`src/rtl/card_pkg.sv`:
```
// Shared types and constants for the card draw unit: FSM encoding, shoe geometry and
// the rank-to-blackjack-value mapping.
package card_pkg;

  typedef enum logic [1:0] {
    StIdle,
    StDraw,
    StEmpty
  } state_e;

  localparam int NUM_RANKS      = 13;
  localparam int FACE_VALUE     = 10;
  localparam int CARDS_PER_DECK = 52;

  // Face cards (J, Q, K) all score as ten.
  function automatic logic [4:0] bj_value(input logic [3:0] r);
    return (int'(r) > FACE_VALUE) ? 5'(FACE_VALUE) : {1'b0, r};
  endfunction

endpackage

```
`src/rtl/lfsr16.sv`:
```
// Free-running 16-bit Galois LFSR, polynomial x^16+x^14+x^13+x^11, loaded with a non-zero seed.
module lfsr16 (
  input  logic        clock,
  input  logic        reset_n,
  input  logic        enable,
  input  logic [15:0] seed,
  output logic [15:0] state
);

  logic [15:0] lfsr_q;

  always_ff @(posedge clock) begin
    if (!reset_n) begin
      lfsr_q <= seed;
    end else if (enable) begin
      lfsr_q <= {1'b0, lfsr_q[15:1]} ^ (lfsr_q[0] ? 16'hB400 : 16'h0000);
    end
  end

  assign state = lfsr_q;

endmodule

```
`src/rtl/card_draw_unit.sv`:
```
// Draws one card without replacement from a finite shoe per key press, using a free-running
// LFSR with a bounded number of random attempts before falling back to the lowest rank left.
module card_draw_unit
  import card_pkg::*;
#(
  parameter logic [15:0] LFSR_SEED  = 16'hACE1,
  parameter int unsigned DECK_COUNT = 1,
  parameter int unsigned MAX_TRIES  = 15
) (
  input  logic       clock,
  input  logic       reset_n,
  input  logic       enable,
  input  logic       load,
  input  logic       shuffle,
  output logic [4:0] q,
  output logic [3:0] rank,
  output logic       card_valid,
  output logic       busy,
  output logic       deck_empty,
  output logic [6:0] cards_left
);

  localparam logic [3:0] RANK_FULL = 4'(4 * DECK_COUNT);
  localparam logic [6:0] SHOE_FULL = 7'(CARDS_PER_DECK * int'(DECK_COUNT));

  logic [15:0] lfsr;
  logic        load_s1, load_s2, load_prev;
  logic        shuffle_s1, shuffle_s2;
  logic        press;
  state_e      state;
  logic [3:0]  tries;
  logic [3:0]  count [16];
  logic [15:0] avail;
  logic [3:0]  cand, lowest, pick;
  logic        accept, commit;
  logic        unused_lfsr;

  lfsr16 u_lfsr (
    .clock  (clock),
    .reset_n(reset_n),
    .enable (enable),
    .seed   (LFSR_SEED),
    .state  (lfsr)
  );

  assign unused_lfsr = ^lfsr[15:4];
  assign press       = load_prev & ~load_s2;
  assign cand        = lfsr[3:0];

  always_comb begin
    avail = '0;
    for (int i = 1; i <= NUM_RANKS; i++) begin
      avail[i] = (count[i] != 4'd0);
    end
  end

  // Scan downwards so the last hit is the lowest available rank.
  always_comb begin
    lowest = 4'd0;
    for (int i = NUM_RANKS; i >= 1; i--) begin
      if (avail[i]) lowest = 4'(i);
    end
  end

  assign accept = avail[cand];
  assign pick   = accept ? cand : lowest;
  assign commit = (state == StDraw) && (accept || (tries == 4'(MAX_TRIES)));

  always_ff @(posedge clock) begin
    if (!reset_n) begin
      load_s1    <= 1'b1;
      load_s2    <= 1'b1;
      load_prev  <= 1'b1;
      shuffle_s1 <= 1'b0;
      shuffle_s2 <= 1'b0;
      state      <= StIdle;
      tries      <= 4'd0;
      q          <= 5'd0;
      rank       <= 4'd0;
      card_valid <= 1'b0;
      busy       <= 1'b0;
      deck_empty <= 1'b0;
      cards_left <= SHOE_FULL;
      for (int i = 0; i < 16; i++) begin
        count[i] <= (i >= 1 && i <= NUM_RANKS) ? RANK_FULL : 4'd0;
      end
    end else begin
      load_s1    <= load;
      load_s2    <= load_s1;
      load_prev  <= load_s2;
      shuffle_s1 <= shuffle;
      shuffle_s2 <= shuffle_s1;
      card_valid <= 1'b0;
      if (shuffle_s2) begin
        // Refill takes priority over any pending press or commit.
        for (int i = 0; i < 16; i++) begin
          count[i] <= (i >= 1 && i <= NUM_RANKS) ? RANK_FULL : 4'd0;
        end
        cards_left <= SHOE_FULL;
        deck_empty <= 1'b0;
        busy       <= 1'b0;
        state      <= StIdle;
      end else begin
        unique case (state)
          StIdle: begin
            if (press && cards_left != 7'd0) begin
              state <= StDraw;
              tries <= 4'd0;
              busy  <= 1'b1;
            end
          end
          StDraw: begin
            if (commit) begin
              count[pick] <= count[pick] - 4'd1;
              cards_left  <= cards_left - 7'd1;
              rank        <= pick;
              q           <= bj_value(pick);
              card_valid  <= 1'b1;
              busy        <= 1'b0;
              if (cards_left == 7'd1) begin
                state      <= StEmpty;
                deck_empty <= 1'b1;
              end else begin
                state <= StIdle;
              end
            end else begin
              tries <= tries + 4'd1;
            end
          end
          StEmpty: ;
          default: state <= StIdle;
        endcase
      end
    end
  end

endmodule
```
`config.mk`:
```
export PLATFORM = sky130hd
export DESIGN_NAME = card_draw_unit
export DESIGN_NICKNAME = d
export VERILOG_FILES = /design/src/rtl/card_pkg.sv /design/src/rtl/lfsr16.sv /design/src/rtl/card_draw_unit.sv
export SDC_FILE = /design/constraint.sdc
export NUM_CORES = 1
export LEC_CHECK = 0
export CAP_MARGIN = 15
export CELL_PAD_IN_SITES_DETAIL_PLACEMENT = 1
export CELL_PAD_IN_SITES_GLOBAL_PLACEMENT = 1
export CORE_ASPECT_RATIO = 1.75
export CORE_MARGIN = 8
export CORE_UTILIZATION = 44
export DETAILED_ROUTE_END_ITERATION = 6
export GPL_TIMING_DRIVEN = 0
export PLACE_DENSITY_LB_ADDON = 0.1
export SLEW_MARGIN = 0
export SYNTH_ARGS = -nofsm -noshare
export SYNTH_HDL_FRONTEND = slang
export SYNTH_SLANG_ARGS = --single-unit
```
`constraint.sdc`:
```
create_clock -name clock -period 3.6 [get_ports clock]
set_clock_uncertainty 0.05 [all_clocks]
set_input_delay 1.08 -clock clock [delete_from_list [all_inputs] [get_ports clock]]
set_output_delay 1.08 -clock clock [all_outputs]
set_load 0.005 [all_outputs]
```
# ---- Word level (Yosys, flattened, before mapping)
# Memory sizes are Yosys's and may differ from the RTL's.
# Index checks and enable logic that the tools add are counted.
dict set report word_totals {
  mem_bits_rw 64
  reg_bits 46
  mem_count 1
  input_bits 5
  output_inout_bits 19
}
dict set report op_classes {
  muxes 56
  bitwise_logic 22
  reduce_logical 27
  magnitude_cmp 2
  eq_ne 7
  add_sub_neg 3
}
# name depth width read_ports rd_ports_with_merged_regs wr line
set memory_table {}
lappend memory_table {count 16 4 14 0 16 card_draw_unit.sv:32} ;# logic [3:0] count [16];
# op n
set op_table {}
lappend op_table {{$mux W4} 35}
lappend op_table {{$reduce_bool A4 Y1} 13}
lappend op_table {{$mux W16} 1}
lappend op_table {{$or A1 B1 Y1} 16}
lappend op_table {{$xor A15 B16 Y16} 1}
lappend op_table {{$mux W1} 13}
lappend op_table {{$reduce_and A3 Y1} 4}
lappend op_table {{$pmux W4 S2} 1}
lappend op_table {{$eq A7 B1 Y1 const B} 1}
lappend op_table {{$reduce_bool A7 Y1} 1}
lappend op_table {{$sub A7 B1 Y7 const B} 1}
lappend op_table {{$mux W2} 3}
lappend op_table {{$ne A2 B2 Y1 const B} 3}
lappend op_table {{$pmux W2 S3} 1}
lappend op_table {{$lt A4 B5 Y1 const B} 1}
lappend op_table {{$add A4 B1 Y4 const B} 1}
lappend op_table {{$bmux W1 S4} 1}
lappend op_table {{$eq A4 B4 Y1 const B} 1}
lappend op_table {{$gt A4 B4 Y1 const B} 1}
lappend op_table {{$not A1 Y1} 4}
lappend op_table {{$reduce_and A4 Y1} 1}
lappend op_table {{$reduce_or A4 Y1} 1}
lappend op_table {{$sub A4 B1 Y4 const B} 1}
lappend op_table {{$eq A2 B1 Y1 const B} 1}
lappend op_table {{other kinds (9)} 10}

# ---- Longest topological paths before layout
# Gate-level depths: netlist of the first run.
# An unclocked memory read counts as a cell.
dict set report depth {
  word_depth 19
  depth_mapped 17
  depth_no_buf 12
}

# ---- By module
# A second synthesis of the first run with hierarchy kept.
dict set report hier_totals {
  cells_unflattened 458
  hier_area_um2 5016.1
}
# mod area_each_um2 cells_each seq_area_each_um2 instances
set by_module_without_submodules {}
lappend by_module_without_submodules {card_draw_unit 4259.1 417 2262.2 1}
lappend by_module_without_submodules {lfsr16 757.0 41 480.5 1}

# ---- Least setup slack after synthesis of the first run
# OpenSTA, ideal clock, no wires.
dict set report synth_timing {
  kind {reg-to-reg}
  start {memory count[13][1]}
  end {memory count[4][2] (data pin)}
  path_stages_with_launch 16
  setup_ps 286
  t_arrival_ps 3575
  setup_slack_ps -311
  synth_period_minus_slack_ps 3911
  t_required_ps 3264
  cell_sequence {edfxtp_1 > or4_4 > a221oi_2 > or2b_4 > a211o_1 > buf_2 > mux2_2 > nand3_1 > o2111ai_1 > or3_1 > buf_2 > clkinv_2 > ha_1 > xor2_2 > buf_2 > nand3_1}
}
# element line
set synth_lines {}
lappend synth_lines {{start: declaration} card_draw_unit.sv:32}

==> out/results.ini, run 1 <==
[run_status]
outcome = complete, but fails checks
violations = negative setup slack

[worst_setup_path]
endpoint = count[7][2]$_SDFFCE_PN1P_
cp_data_required_time_ns = 3.66
r2r-end = count[7][2]$_SDFFCE_PN1P_
path_cells = nor4_4 > o22ai_2 > a2bb2o_4 > or4b_4 > buf_6 > a21boi_2 > buf_6 > buf_12 > mux2i_2 > o22ai_2 > nor4_4 > buf_4 > ha_4 > xor2_4 > buf_12 > buf_12 > nand3_2
cp_num_cells = 17
reg2regPathDepth = 17
endpoint_kind = flip-flop
timing.critical_path.mode_cell = buf_12
critPathKind = reg -> reg
crit_start = count[2][0]$_SDFFCE_PN0P_
critPathMaxStageDelay_ns = 0.70
crit_arrival_ns = 4.48
crit_fanout = 5
slowest_stage = nor4_4
path_delay_family = simple AND/OR/NAND/NOR gates
rrSetupSlack_ns = -0.83
crit_buf_inv = 6
worst_setup_path_start_kind = flip-flop
worst_r2r_startpoint = count[2][0]$_SDFFCE_PN0P_

[synthesis]
synth_area_mm2 = 0.00549
ys_seq_area_frac = 0.514
yosys_warnings = 0
synth_edf_count = 64
synth_seq_cells = 109
synth_top_area_frac = 0.350
avgSynthCellArea_um2 = 10.5
synth_cell_types = 67
yosys.area.top_type = edfxtp_1
synth_async_sr_flop_share = 0
synth.area.top_cells = edfxtp_1, dfxtp_1, mux2i_1, nand2_1, nor2_1
ys.flop_type = edfxtp_1
syn-instance-count = 524

[floorplanning]
fp-row-count = 54
die_area_mm2 = 0.0164
coreArea_mm2 = 0.0123
start_util = 0.446
ioPinCount = 24
die_x_um = 100
die_h_um = 164

[detailed_routing]
top_layer_used = met4
vias_per_cell = 6.39
wl_per_cell_um = 30.4
dr_wl_met3_mm = 1.44
ant_nets = 0
met2_length_mm = 13.2
totalWireLength_mm = 25.3
vias = 5327
dr.pass1.iters = 5
drc = 0
drt_iter0_drc = 328
routedLengthMet1_mm = 8.81

[sta]
fin_crit_ns = 4.43
finalCritPeriodShare = 1.23
setup_viol = 112
rsz0062_at_grt = true
finalHoldViolCount = 0
final_max_slew_viol_count = 0
tightest_slew_ns = 0.791
fin_ws_ns = -0.829
slew_headroom = 0.473
max_freq_ghz = 0.226

[pwr]
p_per_area_mw_per_mm2 = 383
power_w = 0.00313
ir_drop_v = 0.000454
leakagePower_nw = 2.97

[placement]
portBuffers = 21
gp_congestion = 0.925
place_ws_ns = -1.47
hpwl_mm = 12.5

[finish]
fin_util = 0.665
layout_common_cells = buf_4, edfxtp_1, dfxtp_1
final_nets = 670
antenna_cells = 0
area_growth_pct = 49.0
final_common_cell = buf_4
n_fill_cell = 1256
drive_gt1_frac = 0.432

[clock_tree]
clk_pin_slew_ns = 0.08
insertion_delay_ns = 0.37
cts_tree = done
cts-root-buf = clkbuf_16
htree_num_levels = 3
cts_hold_buf = 0
cts_buffer_depth = 2
cts_sinks = 109
cts_made_buffers = 9

[grt]
grt_pass1_wl_mm = 32.6
grt-ovfl-total = 0
grt_pass1_vias = 5538
grt_start_max_net_pins = 20
grt_usage = 0.270
antenna_found_initial = 0

[run]
max_cap_violations = 0

[min_path]
hold_class = reg -> reg
whs_path_depth = 1

## sequential cells by signal, summed over array words and instances, names as in the netlist, 2 cells and up
register,cells
tries,4
count,64
state,2
u_lfsr.state,16
rank,4
q,4
cards_left,7
## stage by stage
stage                     instances  TNS, ns  instance area, µm²  hold WS, ns
final                           834   -39.50                8170        0.375
after global routing            834   -44.35                8170        0.384
after CTS                       798   -15.03                7510        0.379
after detailed placement        722  -105.64                6030        0.362
after global placement          721  -105.77                6020        0.347
after floorplan                 532   -0.722                5600        0.336
## layer usage
metal	vias to the layer above	global-route usage
met5	-	0
met1	2682	0.256
met4	0	0.251
li1	2201	-
met2	317	0.481
met3	127	0.0484
## report_power, final
part / internal (W) / switching (W) / total, W
registers: 0.00137 / 0.0000502 / 0.00142
logic: 0.000290 / 0.000385 / 0.000675
clock network: 0.000503 / 0.000538 / 0.00104
## what timing repair did
item | CTS | global route
setup buffers | 55 | 39
setup endpoints to repair | 112 | 112
pin swaps | 39 | 53
gates resized for setup | 143 | 89
cloned | 5 | 1
## cell usage after synthesis (2+ instances only)
library cell and n:
nand2_1 65, edfxtp_1 64, nor2_1 54, dfxtp_1 45, mux2i_1 36, nand3_1 24, nor4_1 14, a21oi_1 13
inv_1 12, nor2b_1 11, o22ai_1 11, clkbuf_1 10, nor3_1 10, nor3_2 10, o211a_1 10, o21ai_0 10
nand2b_1 9, and2_1 8, buf_2 7, a211oi_1 6, a221oi_1 6, buf_6 6, a22oi_1 5, xnor2_1 5
buf_4 4, ha_1 4, o211ai_1 4, or4_1 4, a21boi_0 3, nand4_1 3, nor4_2 3, o21a_1 3
or3_1 3, xor2_1 3, a211o_1 2, nor4_4 2, o2111ai_1 2, o21ai_1 2, o311ai_0 2, o311ai_1 2
## kinds of logic after synthesis
family | share of synthesized area
other | 0.000683
AOI/OAI and AO/OA | 0.130
and+or+nand+nor | 0.218
buffers and inverters | 0.0435
DFF | 0.514
xor gates and xnor gates | 0.0157
muxes | 0.0677
adders and majority gates | 0.00912
## worst min path at each step
| stage | start | slack (ns) | end |
|---|---|---|---|
| 6_report | load_s1$_SDFF_PN1_ | 0.38 | load_s2$_SDFF_PN1_ |
| 2_1_floorplan | load_s1$_SDFF_PN1_ | 0.34 | load_s2$_SDFF_PN1_ |
| 4_1_cts | load_s1$_SDFF_PN1_ | 0.38 | load_s2$_SDFF_PN1_ |
| 3_3_place_gp | load_s1$_SDFF_PN1_ | 0.35 | load_s2$_SDFF_PN1_ |
| 3_5_place_dp | load_s1$_SDFF_PN1_ | 0.36 | load_s2$_SDFF_PN1_ |
| 5_1_grt | load_s1$_SDFF_PN1_ | 0.38 | load_s2$_SDFF_PN1_ |
## final cells by class
type	count	area, µm²	share of cell area
Timing Repair Buffer	119	1100	0.134
Clock inverter	6	51.3	0.00628
Clock buffer	10	239	0.0292
Multi-Input combinational cell	381	3380	0.414
Tap cell	168	210	0.0257
Inverter	14	57.6	0.00704
Sequential cell	109	2820	0.345
Buffer	27	314	0.0384
Note: power is estimated with default switching activity, not from simulation.
==> run 2, diff against run 1 <==
--- a/config.mk
+++ b/config.mk
@@ -10,7 +10,8 @@
 export CELL_PAD_IN_SITES_GLOBAL_PLACEMENT = 1
 export CORE_ASPECT_RATIO = 1.75
 export CORE_MARGIN = 8
-export CORE_UTILIZATION = 44
+export CORE_UTILIZATION = 45
+export CTS_BUF_LIST = sky130_fd_sc_hd__clkbuf_4
 export DETAILED_ROUTE_END_ITERATION = 6
 export GPL_TIMING_DRIVEN = 0
 export PLACE_DENSITY_LB_ADDON = 0.1
==> run 2 against run 1 <==
Against the previous run:
- the flow still finishes with violations (negative setup slack)
- hold slack improved by 0.0046 ns
- maximum frequency is 3.5% higher
- clock-buffer cell count shrank 1
- setup slack improved by 0.15 ns
- first-iteration DRC count fell by 6.7%
==> out/results.ini, run 2 (synthesized netlist as in run 1, its figures left out) <==
[run_status]
outcome = complete, but fails checks
violations = negative setup slack

[sta]
rsz0062_at_grt = true
finalCritPeriodShare = 1.19  ; -0.0419
tightest_slew_ns = 0.660  ; -0.132 ns
finalHoldViolCount = 0  ; unchanged
slew_headroom = 0.560  ; +0.0877
setup_viol = 56  ; -50%
max_freq_ghz = 0.234  ; +3.5%
fin_ws_ns = -0.678  ; +0.151 ns
fin_crit_ns = 4.28  ; -0.151 ns
final_max_slew_viol_count = 0  ; unchanged

[detailed_routing]
wl_per_cell_um = 26.9  ; -12%
drc = 0  ; unchanged
dr_wl_met3_mm = 1.01  ; -30%
totalWireLength_mm = 21.2  ; -16%
vias = 4955  ; -7.0%
drt_iter0_drc = 306  ; -6.7%
ant_nets = 0  ; unchanged
dr.pass1.iters = 7  ; +2
met2_length_mm = 11.2  ; -15%
top_layer_used = met4
vias_per_cell = 6.29  ; -1.6%
routedLengthMet1_mm = 7.31  ; -17%

[min_path]
hold_class = reg -> reg
whs_path_depth = 1  ; unchanged

[clock_tree]
htree_num_levels = 3  ; unchanged
cts_sinks = 109  ; unchanged
insertion_delay_ns = 0.50  ; +0.13 ns
cts_buffer_depth = 2  ; unchanged
cts-root-buf = clkbuf_4
cts_tree = done
cts_made_buffers = 9  ; unchanged
clk_pin_slew_ns = 0.19  ; +0.11 ns
cts_hold_buf = 0  ; unchanged

[worst_setup_path]
path_cells = or4_4 > o211ai_1 > a21oi_2 > o21a_1 > a21boi_2 > buf_6 > buf_12 > mux2i_2 > o22ai_2 > nor4_4 > buf_4 > ha_4 > xor2_4 > buf_8 > nand3_2
worst_setup_path_start_kind = flip-flop
path_delay_family = compound AO/OA/AOI/OAI gates
reg2regPathDepth = 15  ; -2
crit_buf_inv = 4  ; -2
crit_arrival_ns = 4.48  ; about the same
slowest_stage = or4_4
cp_data_required_time_ns = 3.81  ; +0.15 ns
critPathKind = reg -> reg
endpoint_kind = flip-flop
critPathMaxStageDelay_ns = 0.56  ; -0.14 ns
crit_fanout = 6  ; +1
cp_num_cells = 15  ; -2

[floorplanning]
die_x_um = 99.5  ; -0.94%
start_util = 0.460  ; +0.0135
die_area_mm2 = 0.0161  ; -1.9%
die_h_um = 162  ; -1.0%
fp-row-count = 53  ; -1.9%
ioPinCount = 24  ; unchanged
coreArea_mm2 = 0.0119  ; -2.9%

[grt]
antenna_found_initial = 1  ; +1
grt_start_max_net_pins = 20  ; unchanged
grt_usage = 0.253  ; -0.0173
grt_pass1_vias = 5164  ; -6.8%
grt-ovfl-total = 0  ; unchanged
grt_pass1_wl_mm = 30.3  ; -7.1%

[placement]
portBuffers = 21  ; unchanged
gp_congestion = 0.882  ; -4.7%
placed_area_mm2 = 0.00599  ; -0.64%
hpwl_mm = 12.5  ; -0.26%

[finish]
regMostFlops = count
largest_register_ffs = 64  ; unchanged
reg_top3 = count: 64 flops, u_lfsr.state: 16 flops, cards_left: 7 flops
layout_common_cells = buf_4, edfxtp_1, nand2_1
final_nets = 654  ; -2.4%
drive_gt1_frac = 0.375  ; -0.0570
fin_util = 0.642  ; -0.0226
stdcell_area_mm2 = 0.00766  ; -6.2%
area_growth_pct = 39.7

[pwr]
ir_drop_v = 0.000318  ; -30%
p_per_area_mw_per_mm2 = 346  ; -9.8%
leakagePower_nw = 2.73  ; -7.8%

[run]
max_cap_violations = 0  ; unchanged

run 2: cell count changes in the layout (fill, tap and decap cells not counted), moves of 7 or more:
cell | previous run | this run
nand2_1 | 42 | 61
buf_4 | 76 | 64
nand2_2 | 16 | 4
clkbuf_4 | 0 | 9
nor2_4 | 14 | 23
clkbuf_16 | 11 | 4
nand2_4 | 7 | 0
run 2: path summary, 6_finish.rpt:
path / startpoint / endpoint / slack (ns)
max reg2reg: count[10][2]$_SDFFCE_PN1P_ / count[5][2]$_SDFFCE_PN1P_ / -0.68
max: count[10][2]$_SDFFCE_PN1P_ / count[5][2]$_SDFFCE_PN1P_ / -0.68
min reg2reg: load_s1$_SDFF_PN1_ / load_s2$_SDFF_PN1_ / 0.38
min: load_s1$_SDFF_PN1_ / load_s2$_SDFF_PN1_ / 0.38
run 2: layout make-up:
class | instances | area, µm²
diodes | 1 | 2.50
flip-flops and latches | 109 | 2820
multi-input cells | 381 | 3220
clock inverters | 7 | 56.3
well taps | 137 | 171
repair buffers | 103 | 972
inverters | 14 | 57.6
clock buffers | 9 | 67.6
plain buffers | 27 | 293
fillers | 1238 | 4270
run 2: stage by stage:
step | worst slack, ns | instances | power (W) | setup TNS (ns) | hold WS, ns
2_1_floorplan | -0.0827 | 532 | 0.00164 | -0.722 | 0.336
3_3_place_gp | -1.56 | 690 | 0.00175 | -107.65 | 0.344
3_5_place_dp | -1.60 | 691 | 0.00176 | -111.30 | 0.353
4_1_cts | -0.459 | 754 | 0.00260 | -16.92 | 0.390
5_1_grt | -0.738 | 788 | 0.00271 | -31.80 | 0.410
6_report | -0.678 | 788 | 0.00265 | -27.51 | 0.380
run 2: repair_timing:
item                                    4_1_cts  5_1_grt
endpoints found under the setup margin      115      112
pin swaps                                    33       37
buffers inserted                             44       37
gates cloned                                  5        0
gates resized for setup                     124       64
run 2: layer usage:
metal,vias to the layer above,track usage
li1,2167,-
met1,2461,0.257
met2,224,0.463
met3,103,0.0459
met4,0,0.158
met5,-,0
run 2: power by group:
| group | internal [W] | switching (W) |
|---|---|---|
| Clock | 0.000154 | 0.000457 |
| Sequential | 0.00137 | 0.0000424 |
| Combinational | 0.000274 | 0.000357 |
| Total | 0.00179 | 0.000856 |
==> run 3, diff against run 2 <==
--- a/config.mk
+++ b/config.mk
@@ -14,6 +14,7 @@
 export CTS_BUF_LIST = sky130_fd_sc_hd__clkbuf_4
 export DETAILED_ROUTE_END_ITERATION = 6
 export GPL_TIMING_DRIVEN = 0
+export HOLD_SLACK_MARGIN = 0.03
 export PLACE_DENSITY_LB_ADDON = 0.1
 export SLEW_MARGIN = 0
 export SYNTH_ARGS = -nofsm -noshare
==> results of run 3 <==
Final layout, timing and power as in run 2 (identical DEF).
